==> config.mk <==
export PLATFORM = sky130hd
export DESIGN_NAME = lane_queue_tracker_flat
export DESIGN_NICKNAME = d
export VERILOG_FILES = /design/src/rtl/lane_queue_tracker_if.sv /design/src/rtl/lane_queue_tracker.sv /design/src/flat_wrapper.sv
export SDC_FILE = /design/constraint.sdc
export NUM_CORES = 1
export LEC_CHECK = 0
export ABC_AREA = 1
export BUFFER_PORTS_ARGS = -buffer_cell sky130_fd_sc_hd__buf_2
export CORE_MARGIN = 5
export CORE_UTILIZATION = 62
export CTS_CLUSTER_DIAMETER = 200
export DETAILED_ROUTE_END_ITERATION = 10
export HOLD_SLACK_MARGIN = 0.02
export PLACE_DENSITY = 0.86
export SETUP_SLACK_MARGIN = 0.15
export SYNTH_ARGS = -nofsm -noshare
export SYNTH_HDL_FRONTEND = slang
export SYNTH_SLANG_ARGS = --single-unit
export TNS_END_PERCENT = 30
==> constraint.sdc <==
create_clock -name clk -period 14.19 [get_ports clk]
set_input_delay 2.838 -clock clk [delete_from_list [all_inputs] [get_ports clk]]
set_output_delay 2.838 -clock clk [all_outputs]
set_load 0.005 [all_outputs]
==> src/rtl/lane_queue_tracker_if.sv <==
// Bundles the per-lane traffic signals of lane_queue_tracker.
//   master : traffic controller side; drives arrive/green/hold/clrOvf and
//            reads the queue status.
//   slave  : the tracker; reads the controls and drives the status.
// Signals
//   arrive[7:0]      one-cycle car-arrival strobe per lane
//   green[7:0]       per-lane green light, 1 = lane may discharge
//   hold             freezes all departures; arrivals still count
//   clrOvf           synchronous clear of all overflow flags
//   laneCounts[63:0] packed queue lengths, lane i in bits [8i+7:8i]
//   departPulse[7:0] one-cycle pulse per lane decrement
//   emptyFlags[7:0]  bit i = lane i queue is empty
//   overflow[7:0]    sticky per-lane dropped-arrival flag
//   maxLane[2:0]     index of the longest queue
//   maxCount[7:0]    length of that queue
interface lane_queue_tracker_if;
    logic [7:0]  arrive;
    logic [7:0]  green;
    logic        hold;
    logic        clrOvf;
    logic [63:0] laneCounts;
    logic [7:0]  departPulse;
    logic [7:0]  emptyFlags;
    logic [7:0]  overflow;
    logic [2:0]  maxLane;
    logic [7:0]  maxCount;

    modport master (
        output arrive, green, hold, clrOvf,
        input  laneCounts, departPulse, emptyFlags, overflow, maxLane, maxCount
    );

    modport slave (
        input  arrive, green, hold, clrOvf,
        output laneCounts, departPulse, emptyFlags, overflow, maxLane, maxCount
    );
endinterface

==> src/rtl/lane_queue_tracker.sv <==
// Per-lane car queue tracker for an 8-lane intersection.
// Each lane counts arrivals and, while its light is green, discharges one car
// every DEPART_CYCLES clock edges. Counts saturate at MAX_COUNT with a sticky
// overflow flag. The longest queue and its length are reported one cycle late.
// Ports
//   clk  system clock, rising edge
//   rst  asynchronous active-low reset
//   bus  lane_queue_tracker_if slave modport (controls in, status out)
module lane_queue_tracker #(
    parameter int unsigned DEPART_CYCLES = 2,
    parameter int unsigned MAX_COUNT     = 255
) (
    input logic                  clk,
    input logic                  rst,
    lane_queue_tracker_if.slave  bus
);

    localparam logic [3:0] TMR_LAST = 4'(DEPART_CYCLES - 1);
    localparam logic [7:0] CEIL     = 8'(MAX_COUNT);

    logic [7:0] count [8];
    logic [3:0] tmr   [8];
    logic [7:0] count_nxt [8];
    logic [3:0] tmr_nxt   [8];

    logic [7:0] eligible;
    logic [7:0] depart;
    logic [7:0] drop;

    logic [7:0] pulse_q;
    logic [7:0] ovf_q;
    logic [2:0] max_lane_q;
    logic [7:0] max_count_q;

    logic [2:0] best_idx;
    logic [7:0] best_cnt;

    always_comb begin
        eligible = '0;
        depart   = '0;
        drop     = '0;
        for (int unsigned i = 0; i < 8; i++) begin
            count_nxt[i] = count[i];
            tmr_nxt[i]   = '0;

            eligible[i] = bus.green[i] & ~bus.hold & (count[i] != '0);
            depart[i]   = eligible[i] & (tmr[i] == TMR_LAST);
            drop[i]     = bus.arrive[i] & ~depart[i] & (count[i] == CEIL);

            // Arrival and departure on the same edge cancel out.
            if (bus.arrive[i] && !depart[i] && !drop[i]) begin
                count_nxt[i] = count[i] + 8'd1;
            end else if (!bus.arrive[i] && depart[i]) begin
                count_nxt[i] = count[i] - 8'd1;
            end

            // Hold freezes a partially elapsed timer; any other loss of
            // eligibility restarts it.
            if (eligible[i]) begin
                tmr_nxt[i] = depart[i] ? '0 : tmr[i] + 4'd1;
            end else if (bus.hold) begin
                tmr_nxt[i] = tmr[i];
            end
        end
    end

    // Strict '>' scan from lane 0 keeps the lowest index on ties.
    always_comb begin
        best_idx = '0;
        best_cnt = '0;
        for (int unsigned i = 0; i < 8; i++) begin
            if (count[i] > best_cnt) begin
                best_cnt = count[i];
                best_idx = 3'(i);
            end
        end
    end

    always_ff @(posedge clk or negedge rst) begin
        if (!rst) begin
            for (int unsigned i = 0; i < 8; i++) begin
                count[i] <= '0;
                tmr[i]   <= '0;
            end
            pulse_q     <= '0;
            ovf_q       <= '0;
            max_lane_q  <= '0;
            max_count_q <= '0;
        end else begin
            for (int unsigned i = 0; i < 8; i++) begin
                count[i] <= count_nxt[i];
                tmr[i]   <= tmr_nxt[i];
            end
            pulse_q     <= depart;
            // A new drop on the clearing edge still sets its flag.
            ovf_q       <= (ovf_q & ~{8{bus.clrOvf}}) | drop;
            max_lane_q  <= best_idx;
            max_count_q <= best_cnt;
        end
    end

    always_comb begin
        bus.laneCounts = '0;
        bus.emptyFlags = '0;
        for (int unsigned i = 0; i < 8; i++) begin
            bus.laneCounts[8*i +: 8] = count[i];
            bus.emptyFlags[i]        = (count[i] == '0);
        end
    end

    assign bus.departPulse = pulse_q;
    assign bus.overflow    = ovf_q;
    assign bus.maxLane     = max_lane_q;
    assign bus.maxCount    = max_count_q;

endmodule

==> src/flat_wrapper.sv <==
// flat-port wrapper written by rule: the top's interface ports become plain ports
module lane_queue_tracker_flat 
#(
    parameter int unsigned DEPART_CYCLES = 2,
    parameter int unsigned MAX_COUNT     = 255
)
  (clk, rst, bus_arrive, bus_green, bus_hold, bus_clrOvf, bus_laneCounts, bus_departPulse, bus_emptyFlags, bus_overflow, bus_maxLane, bus_maxCount);
  lane_queue_tracker_if bus_i ();
  input logic clk;
  input logic rst;
  input wire logic [$bits(bus_i.arrive)-1:0] bus_arrive;
  input wire logic [$bits(bus_i.green)-1:0] bus_green;
  input wire logic [$bits(bus_i.hold)-1:0] bus_hold;
  input wire logic [$bits(bus_i.clrOvf)-1:0] bus_clrOvf;
  output wire logic [$bits(bus_i.laneCounts)-1:0] bus_laneCounts;
  output wire logic [$bits(bus_i.departPulse)-1:0] bus_departPulse;
  output wire logic [$bits(bus_i.emptyFlags)-1:0] bus_emptyFlags;
  output wire logic [$bits(bus_i.overflow)-1:0] bus_overflow;
  output wire logic [$bits(bus_i.maxLane)-1:0] bus_maxLane;
  output wire logic [$bits(bus_i.maxCount)-1:0] bus_maxCount;
  assign bus_i.arrive = bus_arrive;
  assign bus_i.green = bus_green;
  assign bus_i.hold = bus_hold;
  assign bus_i.clrOvf = bus_clrOvf;
  assign bus_laneCounts = bus_i.laneCounts;
  assign bus_departPulse = bus_i.departPulse;
  assign bus_emptyFlags = bus_i.emptyFlags;
  assign bus_overflow = bus_i.overflow;
  assign bus_maxLane = bus_i.maxLane;
  assign bus_maxCount = bus_i.maxCount;
  lane_queue_tracker #(.DEPART_CYCLES(DEPART_CYCLES), .MAX_COUNT(MAX_COUNT)) u_core (.clk(clk), .rst(rst), .bus(bus_i));
endmodule
==> results by group, run 1 <==
Outcome
  • Outcome: complete, no violations

CTS
  • Hold_buf cts: 0
  • Num CTS Buffers: 17
  • Clk pin slew, worst setup/hold paths: 60 ps
  • CTS Sinks: 123
  • Clk root buf: clkbuf_16
  • CTS Buffer Depth: 2
  • Worst skew pair latency: 430 ps
  • CTS tree: done
  • # Post-CTS Setup Buffers: 0
  • H-Tree Depth: 4
  • # resized after CTS: 0

STA
  • Worst slew margin: 41.8%
  • Worst-Margin Slew: 869 ps
  • Final hold violations: 0
  • Setup TNS: 0 ps
  • Tmin final: 10050 ps
  • Fin crit share: 70.8%
  • Achievable Freq: 99.5 MHz
  • Clk_skew: 7.23 ps
  • Max-slew violations: 0
  • Final setup violation count: 0
  • RSZ-0062 raised after global routing: false

Synth
  • Cell variety after synth: 40
  • Seq/Total Area, Yosys: 33.7%
  • Mapped Avg Cell Area: 8.04 um2
  • Post-Syn Nets: 1284
  • Synthesized instance count: 1138
  • FF+latch count, synth: 123
  • Yosys warns: 0
  • Post-Synthesis Cell Area: 0.00915 mm2

GRT
  • Largest net degree at the start of global routing: 66
  • All-layer global routing usage: 26.7%
  • Vias in the first global route: 8246
  • Initial antenna violation count: 0
  • First-pass GRT wire length: 38.9 mm
  • Total gr overflow: 0

Routing
  • M1 WL: 9.88 mm
  • DR vias: 8466
  • Met2 wire length: 11.2 mm
  • Drt total wl: 23.1 mm
  • Post-DR vias/cell: 5.82
  • WL met3: 1.33 mm
  • First-pass detailed-route iteration total: 5
  • Top sig layer: met4
  • Drt drc: 0
  • Antenna Nets Post-Route: 0
  • WL/cell: 15.9 um
  • DRT iter0 DRCs: 670

Critical path
  • CP Class: reg2reg
  • CP max FO: 18
  • Worst path depth: 61
  • Worst r2r dst: u_core.bus.maxCount[4]
  • CP Data Required Time: 14500 ps
  • CP startpoint: u_core.bus.laneCounts[1]
  • Most common cell on crit path: nand2_1
  • R2R cell count: 61
  • Reg2reg setup slack: 4140 ps
  • R2r startpoint: u_core.bus.laneCounts[1]
  • Critical path arrival: 10360 ps
  • Startpoint types: register
  • Critical path destination: u_core.bus.maxCount[4]
  • WP buf/inv: 5
  • Critical path endpoint category: register
  • Cell family with most CP delay: simple AND/OR/NAND/NOR gates
  • Max incr delay on CP: 470 ps
  • Max stage delay cell, worst path: dfrtp_1

Die
  • Io pins: 119
  • Die area: 0.0173 mm2
  • Core Region: 0.0145 mm2
  • Initial Util: 63.2%
  • Die Ht: 131 um
  • Cell row count: 44
  • Die width: 131 um

Cells and area
  • N_diodes: 0
  • P&R area growth vs syn: 14.8%
  • Share of cells above drive strength 1: 14.2%
  • Fillers: 1129
  • Nets: 1404
  • Final Cell Area: 0.0105 mm2
  • Final core utilization: 72.5%

Placement
  • Area of placed instances: 0.00991 mm2
  • Hpwl dp: 17.1 mm
  • Placer's final routability congestion estimate: 0.931
  • Port Buffers: 118

Flow run
  • Maxcap violations: 0

Worst hold path
  • HP Class: reg2reg
[how the worst min path moves through the flow]
stage / start / end / slack [ps] / cells past startpoint
final: u_core.bus.overflow[7] / u_core.bus.overflow[7] / 530 / 2
after global placement: u_core.bus.overflow[0] / u_core.bus.overflow[0] / 510 / 2
after floorplan: u_core.tmr[28] / u_core.tmr[28] / 500 / 1
after detailed placement: u_core.bus.overflow[4] / u_core.bus.overflow[4] / 510 / 2
after global routing: u_core.bus.overflow[4] / u_core.bus.overflow[4] / 540 / 2
after CTS: u_core.bus.overflow[4] / u_core.bus.overflow[4] / 530 / 2
[registers in the layout, summed over array words and instances, names as in the netlist]
register and cells:
u_core.bus.overflow 8, u_core.bus.laneCounts 64, u_core.bus.departPulse 8, u_core.tmr 32
u_core.bus.maxLane 3, u_core.bus.maxCount 8
[final cells by class]
class	count	area, um2	area share [%]
clock buffer	19	443	4.22
tap	184	230	2.19
inverter	171	642	6.11
sequential	123	3080	29.3
timing repair buffer	120	608	5.79
multi-input combinational	825	5350	51.0
clock inverter	13	145	1.38
[cell usage in the layout, fill, tap and decap left out, types with 3 or more instances in the layout]
cell type / count
a21oi_1: 66
a31oi_1: 15
and2_1: 8
buf_2: 117
buf_4: 3
clkbuf_16: 17
clkinv_4: 5
clkinvlp_4: 3
dfrtp_1: 123
fa_1: 8
ha_1: 118
inv_1: 164
inv_2: 5
mux2_2: 10
nand2_1: 197
nand2_2: 8
nand3_1: 67
nand3b_1: 7
nand4_1: 17
nor2_1: 61
nor3_1: 11
nor4_1: 19
o211ai_1: 10
o21ai_0: 86
o21ai_1: 3
o22ai_1: 30
o32ai_1: 8
xnor2_1: 21
xor2_1: 38
[layer usage]
metal / global-route usage (%) / vias to the layer above
met5: 0 / -
met4: 11.0 / 0
met3: 5.35 / 54
met2: 44.1 / 282
met1: 34.5 / 4021
li1: - / 4109
[cells in the mapped netlist]
master | n | area [um2]
o21bai_1 | 2 | 15.0
nor2_2 | 2 | 12.5
fa_1 | 8 | 160
a21oi_1 | 66 | 330
nand3_1 | 67 | 335
a211oi_2 | 1 | 12.5
nand4_1 | 17 | 106
nor3_1 | 11 | 55.1
o22ai_1 | 30 | 188
nand2_4 | 2 | 22.5
dfrtp_1 | 123 | 3080
clkbuf_1 | 16 | 60.1
clkinv_1 | 2 | 7.51
mux2_2 | 10 | 113
a31oi_1 | 15 | 93.8
nand2_2 | 8 | 50.1
and2_1 | 8 | 50.1
o21ai_1 | 3 | 15.0
nand3b_1 | 7 | 52.6
nand3_2 | 1 | 10.0
a21o_1 | 1 | 7.51
xor2_1 | 38 | 333
o32ai_1 | 8 | 70.1
nand2_1 | 197 | 739
nor2_1 | 61 | 229
nand4_2 | 1 | 12.5
nor4_1 | 19 | 119
inv_2 | 5 | 18.8
and3_1 | 1 | 6.26
xnor2_1 | 21 | 184
buf_2 | 2 | 10.0
o211ai_1 | 10 | 75.1
o21ai_0 | 86 | 430
mux2i_1 | 1 | 10.0
inv_1 | 164 | 616
ha_1 | 118 | 1480
a211oi_1 | 2 | 15.0
buf_1 | 1 | 3.75
or4_1 | 2 | 15.0
o21a_1 | 1 | 7.51
[kinds of logic (layout without fill, tap and decap cells)]
kind of cell    Yosys count  after routing  synth area share, %
mux                      11             11                 1.34
flops                   123            123                 33.7
xor+xnor                 59             59                 5.65
fa+ha+maj               126            126                 17.9
compound gates          225            225                 13.8
buf+inv                 190            323                 7.83
simple gates            404            404                 19.9
[stage by stage]
stage,cells,worst slack [ps],hold WS [ps]
floorplan,1138,5540,503
global placement,1423,4820,506
detailed placement,1423,4440,514
CTS,1455,4310,529
global route,1455,3090,544
finish,1455,4140,530
[worst min-delay path: cells and delay by family (launching register included)]
kind / cells / cell delay (ps)
flip-flops: 1 / 370
AO/OA/AOI/OAI: 1 / 60
buffers and inverters: 1 / 50
Power of run 1 is not shown: default switching activity piles up to over one toggle a cycle in this logic, so the estimate is an artifact.
==> run 2, diff against run 1 <==
- CORE_UTILIZATION: 62 -> 59
- PLACE_DENSITY: 0.86 -> 0.82
- clock period: 14.19 -> 9.41 ns (I/O delays scaled with it)
==> run 2 against run 1 <==
Via count up 3.9%. Non-clock buffer count rose by 22. Cell count increased by 2.3%. Clock skew is 6.7 ps higher. Fmax up 14%. Clock-buffer cell count rose by 6. First-iteration DRC count rose by 4.8%. Critical path type unchanged. Critical endpoint is now u_core.bus.maxLane[2]. Highest routed layer unchanged.
==> results by group, run 2 (synthesis gave the netlist of run 1 again) <==
Outcome
  • Outcome: complete, no violations (unchanged)

STA
  • Tmin final: 8830 ps (was 10050 ps)
  • Final setup violation count: 0 (unchanged)
  • Clk_skew: 13.9 ps (was 7.23 ps)
  • Final hold violations: 0 (unchanged)
  • Achievable Freq: 113 MHz (was 99.5 MHz)
  • Max-slew violations: 0 (unchanged)
  • Worst slew margin: 44.8% (was 41.8%)
  • Fin crit share: 93.8% (was 70.8%)
  • Worst-Margin Slew: 824 ps (was 869 ps)

Critical path
  • CP Class: reg2reg (unchanged)
  • Critical path endpoint category: register (unchanged)
  • CP max FO: 10 (was 18)
  • CP startpoint: u_core.bus.laneCounts[11] (was u_core.bus.laneCounts[1])
  • R2r startpoint: u_core.bus.laneCounts[11] (was u_core.bus.laneCounts[1])
  • CP Data Required Time: 9690 ps (was 14500 ps)
  • Max incr delay on CP: 460 ps (was 470 ps)
  • Max stage delay cell, worst path: dfrtp_2 (was dfrtp_1)
  • Startpoint types: register (unchanged)
  • Critical path arrival: 9110 ps (was 10360 ps)
  • Most common cell on crit path: nand2_1 (unchanged)

Placement
  • Hpwl dp: 17.1 mm (about the same)
  • Port Buffers: 118 (unchanged)
  • Placer's final routability congestion estimate: 0.908 (was 0.931)

Die
  • Cell row count: 45 (was 44)
  • Initial Util: 60.2% (was 63.2%)
  • Die area: 0.0181 mm2 (was 0.0173 mm2)
  • Die width: 135 um (was 131 um)
  • Die Ht: 135 um (was 131 um)
  • Core Region: 0.0152 mm2 (was 0.0145 mm2)
  • Io pins: 119 (unchanged)

Cells and area
  • Most common cell after layout, fill and taps aside: nand2_1 (unchanged)
  • Fillers: 1125 (was 1129)
  • Share of cells above drive strength 1: 19.0% (was 14.2%)
  • Final core utilization: 71.8% (was 72.5%)
  • P&R area growth vs syn: 19.3% (was 14.8%)
  • Nets: 1433 (was 1404)
  • Largest register FFs: 64 (unchanged)
  • N_diodes: 0 (unchanged)
  • Most frequent cells in the layout: nand2_1, inv_1, buf_2 (was nand2_1, inv_1, dfrtp_1)

GRT
  • M2 GR Usage: 44.7% (was 44.1%)
  • GRT met1 Usage: 33.1% (was 34.5%)
  • First-pass GRT wire length: 38.8 mm (was 38.9 mm)
  • Met3 Resource Use GR: 5.74% (was 5.35%)
  • Largest net degree at the start of global routing: 67 (was 66)
  • Vias in the first global route: 8201 (was 8246)
  • All-layer global routing usage: 26.4% (was 26.7%)
  • Busiest grt layer: met2 (unchanged)
  • Total gr overflow: 0 (unchanged)
  • Initial antenna violation count: 0 (unchanged)

Routing
  • DR vias: 8793 (was 8466)
  • DRT iter0 DRCs: 702 (was 670)
  • Drt total wl: 24.3 mm (was 23.1 mm)
  • WL/cell: 16.4 um (was 15.9 um)
  • Drt drc: 0 (unchanged)
  • Post-DR vias/cell: 5.91 (was 5.82)
  • First-pass detailed-route iteration total: 7 (was 5)
  • Antenna Nets Post-Route: 0 (unchanged)

Worst hold path
  • HP Class: reg2reg (unchanged)
  • Beginning of the worst hold path: u_core.bus.overflow[7] (unchanged)

CTS
  • H-Tree Depth: 4 (unchanged)
  • Clk root buf: clkbuf_16 (unchanged)
  • Num CTS Buffers: 17 (unchanged)
  • CTS Buffer Depth: 2 (unchanged)
  • CTS tree: done (unchanged)
  • CTS Sinks: 123 (unchanged)
  • Clk pin slew, worst setup/hold paths: 50 ps (was 60 ps)
  • Worst skew pair latency: 430 ps (about the same)

Flow run
  • Maxcap violations: 0 (unchanged)
==> run 2: layout make-up <==
class	count	area, um2	area share [%]
clock buffers	25	465	4.27
clock inverters	7	115	1.05
inverters	171	647	5.93
multi-input cells	832	5590	51.2
flip-flops and latches	123	3090	28.3
well taps	188	235	2.16
repair buffers	142	773	7.09
==> run 2: path summary, 6_finish.rpt <==
path | end | slack, ps | cells past startpoint
worst min-delay path | u_core.bus.overflow[7] | 520 | 2
max in group asynchronous | u_core.bus.laneCounts[1] | 6520 | 2
min in group asynchronous | u_core.tmr[9] | 1510 | 1
worst max register to register | u_core.bus.maxLane[2] | 580 | 59
worst min register to register | u_core.bus.overflow[7] | 520 | 2
worst max-delay path | u_core.bus.maxLane[2] | 580 | 59
==> run 2: through the flow <==
| stage | cell area, um2 | TNS [ps] | worst slack [ps] | cells | hold slack, ps |
|---|---|---|---|---|---|
| after floorplan | 9150 | 0 | 758 | 1138 | 503 |
| after global placement | 9930 | 0 | 118 | 1429 | 513 |
| after detailed placement | 9930 | -998 | -143 | 1429 | 516 |
| after CTS | 10500 | 0 | 157 | 1461 | 525 |
| after global routing | 10900 | -354 | -69.6 | 1488 | 542 |
| final | 10900 | 0 | 580 | 1488 | 517 |
==> run 2: repair_timing <==
item	4_1_cts	5_1_grt
setup buffers	0	20
hold buffers	0	0
pin swaps	0	25
resized for setup	7	71
setup endpoints to repair	11	11
cloned	0	7
==> run 2: layer usage <==
layer / part of all wire, % / wire length [um]
met5: 0 / 0
met2: 48 / 11700
met1: 41 / 9940
met4: 3.3 / 809
met3: 7.7 / 1880
==> run 2: critical path: cells and delay by family (launching register included) <==
kind | cells | cell delay [ps]
DFF | 1 | 460
buffers and inverters | 5 | 720
adders and majority gates | 7 | 2000
AOI/OAI and AO/OA | 13 | 2130
and+or+nand+nor | 34 | 3320
Power of run 2 is left out for the same reason.
==> run 3, diff against run 2 <==
- clock period: 9.41 -> 9.6 ns (I/O delays scaled with it)
==> run 3 against run 2 <==
Setup slack better by 88 ps. Non-clock buffer count is 4 lower. Hold slack improved by 1.9 ps. Sequential share of layout area increased by 0.29 points. Register-to-register slack improved by 90 ps. Via count is 2.7% lower. Sequential cell count is the same. Die area did not move. Cell count down 0.40%. Core utilization is 0.95 points lower.
==> results by group, run 3 (synthesis gave the netlist of run 1 again) <==
Outcome
  • Outcome: complete, no violations (unchanged)

Die
  • Core Region: 0.0152 mm2 (unchanged)
  • Die width: 135 um (unchanged)
  • Io pins: 119 (unchanged)
  • Initial Util: 60.2% (unchanged)
  • Cell row count: 45 (unchanged)
  • Die area: 0.0181 mm2 (unchanged)
  • Die Ht: 135 um (unchanged)

Flow run
  • Maxcap violations: 0 (unchanged)

Placement
  • Area of placed instances: 0.00992 mm2 (was 0.00993 mm2)
  • Hpwl dp: 16.9 mm (was 17.1 mm)
  • # placed instances: 1428 (was 1429)
  • Port Buffers: 118 (unchanged)
  • Placer's final routability congestion estimate: 0.915 (was 0.908)

STA
  • Final hold violations: 0 (unchanged)
  • Tmin final: 8930 ps (was 8830 ps)
  • Fin crit share: 93.0% (was 93.8%)
  • Achievable Freq: 112 MHz (was 113 MHz)
  • Clk_skew: 11.9 ps (was 13.9 ps)
  • Worst slew margin: 33.1% (was 44.8%)
  • Worst-Margin Slew: 1000 ps (was 824 ps)
  • Max-slew violations: 0 (unchanged)
  • Setup TNS: 0 ps (unchanged)
  • Final setup violation count: 0 (unchanged)
  • Min Hold Slack: 519 ps (was 517 ps)

CTS
  • CTS Sinks: 123 (unchanged)
  • Worst skew pair latency: 430 ps (about the same)
  • Clk pin slew, worst setup/hold paths: 60 ps (was 50 ps)
  • Clk root buf: clkbuf_16 (unchanged)
  • CTS Buffer Depth: 2 (unchanged)
  • Num CTS Buffers: 17 (unchanged)
  • H-Tree Depth: 4 (unchanged)
  • CTS tree: done (unchanged)
  • Hold_buf cts: 0 (unchanged)

Critical path
  • Startpoint types: register (unchanged)
  • CP Data Required Time: 9960 ps (was 9690 ps)
  • CP max FO: 9 (was 10)
  • Most common cell on crit path: nand2_1 (unchanged)
  • Critical path arrival: 9290 ps (was 9110 ps)
  • Max stage delay cell, worst path: dfrtp_1 (was dfrtp_2)
  • CP Class: reg2reg (unchanged)
  • Critical path endpoint category: register (unchanged)
  • R2R cell count: 59 (unchanged)
  • CP startpoint: u_core.bus.laneCounts[13] (was u_core.bus.laneCounts[11])
  • Worst r2r dst: u_core.bus.maxCount[2] (was u_core.bus.maxLane[2])
  • Max incr delay on CP: 470 ps (was 460 ps)
  • R2r startpoint: u_core.bus.laneCounts[13] (was u_core.bus.laneCounts[11])
  • Reg2reg setup slack: 670 ps (was 580 ps)

Cells and area
  • Most common cell after layout, fill and taps aside: nand2_1 (unchanged)
  • Final Cell Area: 0.0108 mm2 (was 0.0109 mm2)
  • N_diodes: 0 (unchanged)
  • Nets: 1427 (was 1433)
  • Share of cells above drive strength 1: 18.1% (was 19.0%)
  • Largest register FFs: 64 (unchanged)
  • P&R area growth vs syn: 17.7% (was 19.3%)
  • Most frequent cells in the layout: nand2_1, inv_1, dfrtp_1 (was nand2_1, inv_1, buf_2)
  • Final cell count without fillers: 1482 (was 1488)
  • Fillers: 1199 (was 1125)

Worst hold path
  • Beginning of the worst hold path: u_core.bus.overflow[4] (was u_core.bus.overflow[7])
  • HP Class: reg2reg (unchanged)
  • Hold EP: u_core.bus.overflow[4] (was u_core.bus.overflow[7])
  • Hold depth: 2 (unchanged)

Routing
  • WL/cell: 16.0 um (was 16.4 um)
  • Antenna Nets Post-Route: 0 (unchanged)
  • DRT iter0 DRCs: 657 (was 702)
  • Drt total wl: 23.8 mm (was 24.3 mm)
  • First-pass detailed-route iteration total: 7 (unchanged)
  • Drt drc: 0 (unchanged)
  • DR vias: 8558 (was 8793)
  • Post-DR vias/cell: 5.77 (was 5.91)

GRT
  • First-pass GRT wire length: 38.8 mm (about the same)
  • Vias in the first global route: 8052 (was 8201)
  • Total gr overflow: 0 (unchanged)
  • Initial antenna violation count: 0 (unchanged)
  • Largest net degree at the start of global routing: 81 (was 67)
  • All-layer global routing usage: 26.3% (was 26.4%)
## run 3: cell count changes in the layout (fill, tap and decap cells not counted), moves of 4 or more
| cell | change |
|---|---|
| dfrtp_1 | +8 |
| ha_4 | -4 |
| clkbuf_1 | -7 |
| nand2_4 | -4 |
| dfrtp_2 | -8 |
| clkinv_2 | +6 |
| buf_4 | -4 |
| ha_1 | +4 |
| nand2_2 | +4 |
## run 3: critical path: cells and delay by family, from the launching register on
kind | cells | cell delay (ps)
simple gates | 29 | 3270
compound gates | 16 | 2460
fa+ha+maj | 7 | 1950
flops | 1 | 470
buf+inv | 7 | 670
## run 3: timing repair
item	4_1_cts	5_1_grt
pin swaps	0	16
gates resized for setup	5	59
cloned	0	5
buffers inserted	0	17
endpoints found under the setup margin	11	11
hold endpoints to repair	0	0
## run 3: metrics by stage
stage               worst slack, ps  util, %
global placement               70.5     65.3
CTS                             151     69.0
finish                          669     70.8
floorplan                       948        -
global route                  -30.4     70.8
detailed placement             -190     65.3
## run 3: worst max-delay path by stage
stage / depth (start not counted) / endpoint / slack (ps)
finish: 59 / u_core.bus.maxCount[2] / 670
global route: 60 / u_core.bus.maxCount[0] / -30
CTS: 63 / u_core.bus.maxCount[2] / 150
detailed placement: 63 / u_core.bus.maxCount[1] / -190
global placement: 59 / u_core.bus.maxCount[3] / 70
floorplan: 66 / u_core.bus.maxLane[1] / 950
## run 3: final cells by class
type | instances | area [um2] | share of cell area [%]
Multi-Input combinational cell | 830 | 5510 | 51.1
Tap cell | 188 | 235 | 2.18
Clock inverter | 13 | 101 | 0.941
Inverter | 171 | 649 | 6.03
Clock buffer | 19 | 453 | 4.21
Timing Repair Buffer | 138 | 743 | 6.90
Sequential cell | 123 | 3080 | 28.6
## run 3: layer usage
layer	global-route usage, %	up-vias	share of wire, %
met3	4.73	47	5.9
met1	34.4	4052	43
met4	8.48	0	2.0
met2	44.4	292	49
li1	-	4167	-
met5	0	-	0
Power of run 3 is left out for the same reason.
